--- config.mk ---
export PLATFORM = sky130hd
export DESIGN_NAME = hazard_control_unit
export DESIGN_NICKNAME = d
export VERILOG_FILES = /design/src/rtl/hazard_control_unit.sv
export SDC_FILE = /design/constraint.sdc
export NUM_CORES = 1
export LEC_CHECK = 0
export BUFFER_PORTS_ARGS = -buffer_cell sky130_fd_sc_hd__buf_2
export CAP_MARGIN = 20
export CORE_AREA = 8 8 45 47
export DETAILED_ROUTE_END_ITERATION = 10
export DIE_AREA = 0 0 53 55
export HOLD_SLACK_MARGIN = 0.03
export PLACE_DENSITY = 0.61
export SLEW_MARGIN = 20
export SYNTH_ARGS = -nofsm -noshare
export SYNTH_HDL_FRONTEND = slang
export SYNTH_SLANG_ARGS = --single-unit
--- constraint.sdc ---
create_clock -name clk -period 2 [get_ports clk]
set_input_delay 0.3 -clock clk [delete_from_list [all_inputs] [get_ports clk]]
set_output_delay 0.3 -clock clk [all_outputs]
set_load 0.1 [all_outputs]
--- src/rtl/hazard_control_unit.sv ---
// hazard_control_unit: load-use bubble, taken-branch flush and dmem-busy freeze control for the 5-stage pipeline
//   Ports: clk, arst_n (async active-low); ID sources rs1_id/rs2_id with use flags, EX rd_ex/mem_read_ex/branch_taken_ex,
//   dmem_busy; outputs pc_write, if_id_write, if_id_flush, id_ex_flush, pipe_freeze (Mealy, zero latency).
//   Param FLUSH_DEPTH (1..3) sets flush cycles per taken branch.
//   Macro HAZARD_PERF_CNT_EN adds stall_cnt, flush_cnt_total, freeze_cnt (32-bit, wrapping).
module hazard_control_unit #(
    parameter int FLUSH_DEPTH = 1
) (
    input  logic        clk,
    input  logic        arst_n,
    input  logic [4:0]  rs1_id,
    input  logic [4:0]  rs2_id,
    input  logic        rs1_used_id,
    input  logic        rs2_used_id,
    input  logic [4:0]  rd_ex,
    input  logic        mem_read_ex,
    input  logic        branch_taken_ex,
    input  logic        dmem_busy,
    output logic        pc_write,
    output logic        if_id_write,
    output logic        if_id_flush,
    output logic        id_ex_flush,
    output logic        pipe_freeze
`ifdef HAZARD_PERF_CNT_EN
    ,
    output logic [31:0] stall_cnt,
    output logic [31:0] flush_cnt_total,
    output logic [31:0] freeze_cnt
`endif
);
    typedef enum logic [1:0] {RUN, BUBBLE, FLUSH, WAIT} state_t;
    state_t     state, ret_state, eff, state_nx, ret_nx;
    logic [1:0] flush_cnt, cnt_nx;
    logic       load_use;
    assign load_use = mem_read_ex && rd_ex != 5'd0 &&
                      ((rs1_used_id && rs1_id == rd_ex) || (rs2_used_id && rs2_id == rd_ex));
    // The cycle WAIT releases behaves exactly like the state it returns to.
    assign eff = (state == WAIT && !dmem_busy) ? ret_state : state;
    always_comb begin
        pc_write    = 1'b1;
        if_id_write = 1'b1;
        if_id_flush = 1'b0;
        id_ex_flush = 1'b0;
        pipe_freeze = 1'b0;
        state_nx    = state;
        ret_nx      = ret_state;
        cnt_nx      = flush_cnt;
        case (eff)
            RUN, BUBBLE: begin
                if (dmem_busy) begin
                    pc_write    = 1'b0;
                    if_id_write = 1'b0;
                    pipe_freeze = 1'b1;
                    ret_nx      = RUN;
                    state_nx    = WAIT;
                end else if (branch_taken_ex) begin
                    if_id_flush = 1'b1;
                    id_ex_flush = 1'b1;
                    cnt_nx      = (FLUSH_DEPTH > 1) ? 2'(FLUSH_DEPTH - 1) : flush_cnt;
                    state_nx    = (FLUSH_DEPTH > 1) ? FLUSH : RUN;
                end else if (eff == RUN && load_use) begin
                    pc_write    = 1'b0;
                    if_id_write = 1'b0;
                    id_ex_flush = 1'b1;
                    state_nx    = BUBBLE;
                end else begin
                    state_nx    = RUN;
                end
            end
            FLUSH: begin
                if (dmem_busy) begin
                    pc_write    = 1'b0;
                    if_id_write = 1'b0;
                    pipe_freeze = 1'b1;
                    ret_nx      = FLUSH;
                    state_nx    = WAIT;
                end else begin
                    if_id_flush = 1'b1;
                    id_ex_flush = 1'b1;
                    cnt_nx      = flush_cnt - 2'd1;
                    state_nx    = (flush_cnt == 2'd1) ? RUN : FLUSH;
                end
            end
            WAIT: begin
                pc_write    = 1'b0;
                if_id_write = 1'b0;
                pipe_freeze = 1'b1;
            end
            default: state_nx = RUN;
        endcase
        // While reset is held, IF/ID and ID/EX are forced to NOPs and the PC holds.
        if (!arst_n) begin
            pc_write    = 1'b0;
            if_id_write = 1'b0;
            if_id_flush = 1'b1;
            id_ex_flush = 1'b1;
            pipe_freeze = 1'b0;
        end
    end
    always_ff @(posedge clk or negedge arst_n) begin
        if (!arst_n) begin
            state     <= RUN;
            ret_state <= RUN;
            flush_cnt <= 2'd0;
        end else begin
            state     <= state_nx;
            ret_state <= ret_nx;
            flush_cnt <= cnt_nx;
        end
    end
`ifdef HAZARD_PERF_CNT_EN
    logic stall_ev, br_ev;
    assign stall_ev = eff == RUN && !dmem_busy && !branch_taken_ex && load_use;
    assign br_ev    = (eff == RUN || eff == BUBBLE) && !dmem_busy && branch_taken_ex;
    always_ff @(posedge clk or negedge arst_n) begin
        if (!arst_n) begin
            stall_cnt       <= 32'd0;
            flush_cnt_total <= 32'd0;
            freeze_cnt      <= 32'd0;
        end else begin
            stall_cnt       <= stall_cnt + 32'(stall_ev);
            flush_cnt_total <= flush_cnt_total + 32'(br_ev);
            freeze_cnt      <= freeze_cnt + 32'(pipe_freeze);
        end
    end
`endif
endmodule

==> flow_summary.toml <==
[outcome]
status = "finished, final reports clean"

[sta]
grt_setup_unrepaired = "true"
fin_crit_sh = 0.992
max_freq_ghz = 0.504
finalMaxSlewViolations = 0
hold_viol = 0
worst_slew_pin_slew_ns = 0.489
fin_skew_ns = 0.000930
finalSetupViolCount = 0
slew_headroom = 0.676
period_needed_ns = 1.98

[worst_setup_path]
reg2reg_slack_ns = 0.78
r2r_cells = 4
timing.rr.start = "state[0]"
critPathSlowestCell = "dfrtp_1"
worst-path-buf-inv = 1
rr_endpoint = "flush_cnt[1]"
crit_path_start = "ret_state[1]"
critPathMaxFanout = 3
end_kind = "primary output"
worst_path_largest_cell_delay_ns = 0.37
path_depth = 5
worstPathCellList = "nand2b_4 -> o22a_1 -> or3_4 -> o211a_4 -> buf_12"
critPathTopFamily = "simple AND/OR/NAND/NOR gates"
cp-start-kind = "register"
endpoint = "pc_write"
path_class = "reg -> out"
cp_data_arrival_time_ns = 1.68
crit_required_ns = 1.70

[clock_tree]
htree_num_levels = 1
numCtsBuffers = 3
cts.path.max_buffers = 2
cts_root_buf = "clkbuf_4"
cts_tree = "yes"
clk_pin_slew_ns = 0.04
clock_sinks = 5
clock_latency_ns = 0.24

[route]
dr_total_vias = 427
drtIter0Drc = 3
drc = 0
vias_per_cell = 4.74
firstDrtPassIters = 2
drt-wirelength-per-cell_um = 12.8
ant_nets = 0
routed_wl_um = 1150

[synth]
synthArstFlopShare = 1.00
synth_top_area_frac = 0.309
ys_warn_count = 0
synth_area_um2 = 405
syn_nets = 66
synthCells = 43
yosys.area.top_type = "dfrtp_1"
yosys-top-cells-area = "dfrtp_1 (31%), xor2_1 (19%), o22a_1 (4.3%), xnor2_1 (4.3%), ha_1 (3.1%)"
synth_cell_types = 23
seq_area_frac_synth = 0.309
avgSynthCellArea_um2 = 9.43
yosysMostFrequentCell = "xor2_1"
ys_seq_elements = 5
synth_edf_count = 0
synthTopCellsByCount = "xor2_1 (9), dfrtp_1 (5)"
synth_flop_cell = "dfrtp_1"

[grt]
grt_overflow = 0
grt_max_degree = 9
track_usage = 0.0844
grt_pass1_vias = 440
grt_pass1_wl_um = 1840
antenna_found_initial = 0

[placed_design]
port_buffers = 26
post-dp-hpwl_um = 1020
gp_congestion = 0.678

[floorplanning]
initial_utilization = 0.293
std_cell_rows = 14
die_x_um = 53
dieArea_um2 = 2920
core_um2 = 1380
ioPinCount = 27
die_h_um = 55

[power_and_ir_drop]
p_leak_uw = 0.000317
combPwrFrac = 0.462
clkPwrFrac = 0.224
p_per_area_nw_per_um2 = 770
p_switching_uw = 199
p_seq_frac = 0.314
peakVddDrop_mv = 0.472
switching_share = 0.380
internal-power_uw = 324
power_uw = 523

[finish]
drive_gt1_frac = 0.514
nNetsFinal = 98
antenna_cells = 0
final_util = 0.491
area_growth_pct = 67.6

[hold_path]
hold_path_class = "in -> reg"

[flow_run]
cap_viol_max_count = 0
## worst register-to-register path, cell delays in order, from the launching register on
cell	delay (ns)
dfrtp_1	0.41
nand2b_4	0.09
nand2_1	0.07
nor2_1	0.18
mux2_2	0.36
## kinds of logic (layout without fill, tap and decap cells)
logic type               after synthesis  in the layout  share of synthesized area
AO/OA/AOI/OAI                         10             10                      0.179
XOR/XNOR                              11             11                      0.238
adder cells (fa/ha/maj)                1              1                     0.0309
buffers and inverters                  3             34                     0.0371
flip-flops                             5              5                      0.309
multiplexers                           1              1                     0.0278
AND/OR/NAND/NOR                       12             12                      0.179
## per-stage QoR
step / area, um^2 / TNS, ns / hold WS [ns] / instances / setup slack (ns)
floorplan: 443 / 0 / 0.00441 / 43 / 0.0117
finish: 679 / 0 / 0.359 / 90 / 0.0158
global route: 679 / -0.132 / 0.368 / 90 / -0.0638
global placement: 631 / 0 / 0.156 / 85 / 0.0809
detailed placement: 631 / 0 / 0.158 / 85 / 0.0726
CTS: 679 / 0 / 0.348 / 90 / 0.000376
## cells in the final DEF (no fill, tap or decap), drive strengths merged, types with 4 or more instances in the layout
cell	n
buf	27
xor2	9
dfrtp	5
clkbuf	4
o21ai	4
## worst min path at each step
stage                     from            to  slack, ns  depth (start not counted)
6_report       branch_taken_ex      state[0]       0.36                          3
5_1_grt        branch_taken_ex      state[0]       0.37                          3
4_1_cts        branch_taken_ex      state[0]       0.35                          3
3_5_place_dp            arst_n  flush_cnt[1]       0.16                          1
3_3_place_gp            arst_n  flush_cnt[0]       0.16                          1
2_1_floorplan           arst_n  flush_cnt[0]      0.004                          0
## power by group through the flow
stage / Sequential (uW) / Clock [uW] / Combinational [uW]
after floorplan: 159 / 0 / 165
after global placement: 163 / 0 / 229
after detailed placement: 163 / 0 / 234
after CTS: 163 / 124 / 247
after global routing: 168 / 133 / 263
final: 164 / 117 / 242
## layout make-up
class / instances / area (um^2)
timing repair buffer: 28 / 193
tap: 16 / 20.0
multi-input combinational: 35 / 308
clock buffer: 4 / 26.3
fill: 140 / 704
sequential: 5 / 125
inverter: 2 / 7.51
## timing repair
action                                 4_1_cts  5_1_grt
gates cloned                                 0        0
hold buffers                                 1        0
gates resized for setup                      2        0
pin swaps                                    1        0
setup endpoints to repair                    2        3
endpoints found under the hold margin        5        0
buffers inserted                             0        0
## sequential cells by signal, indices dropped and copies added, names as in the netlist
signal,count
ret_state,1
flush_cnt,2
state,2
## metal layers
| metal | wire length, um | global-route usage | vias up | part of all wire |
|---|---|---|---|---|
| met5 | 0 | 0 | - | 0 |
| met4 | 8 | 0.0388 | 0 | 0.0069 |
| met3 | 66 | 0.0455 | 2 | 0.057 |
| met2 | 636 | 0.133 | 8 | 0.55 |
| met1 | 441 | 0.0919 | 203 | 0.38 |
| li1 | - | - | 214 | - |
(Power assumes the default switching activity.)
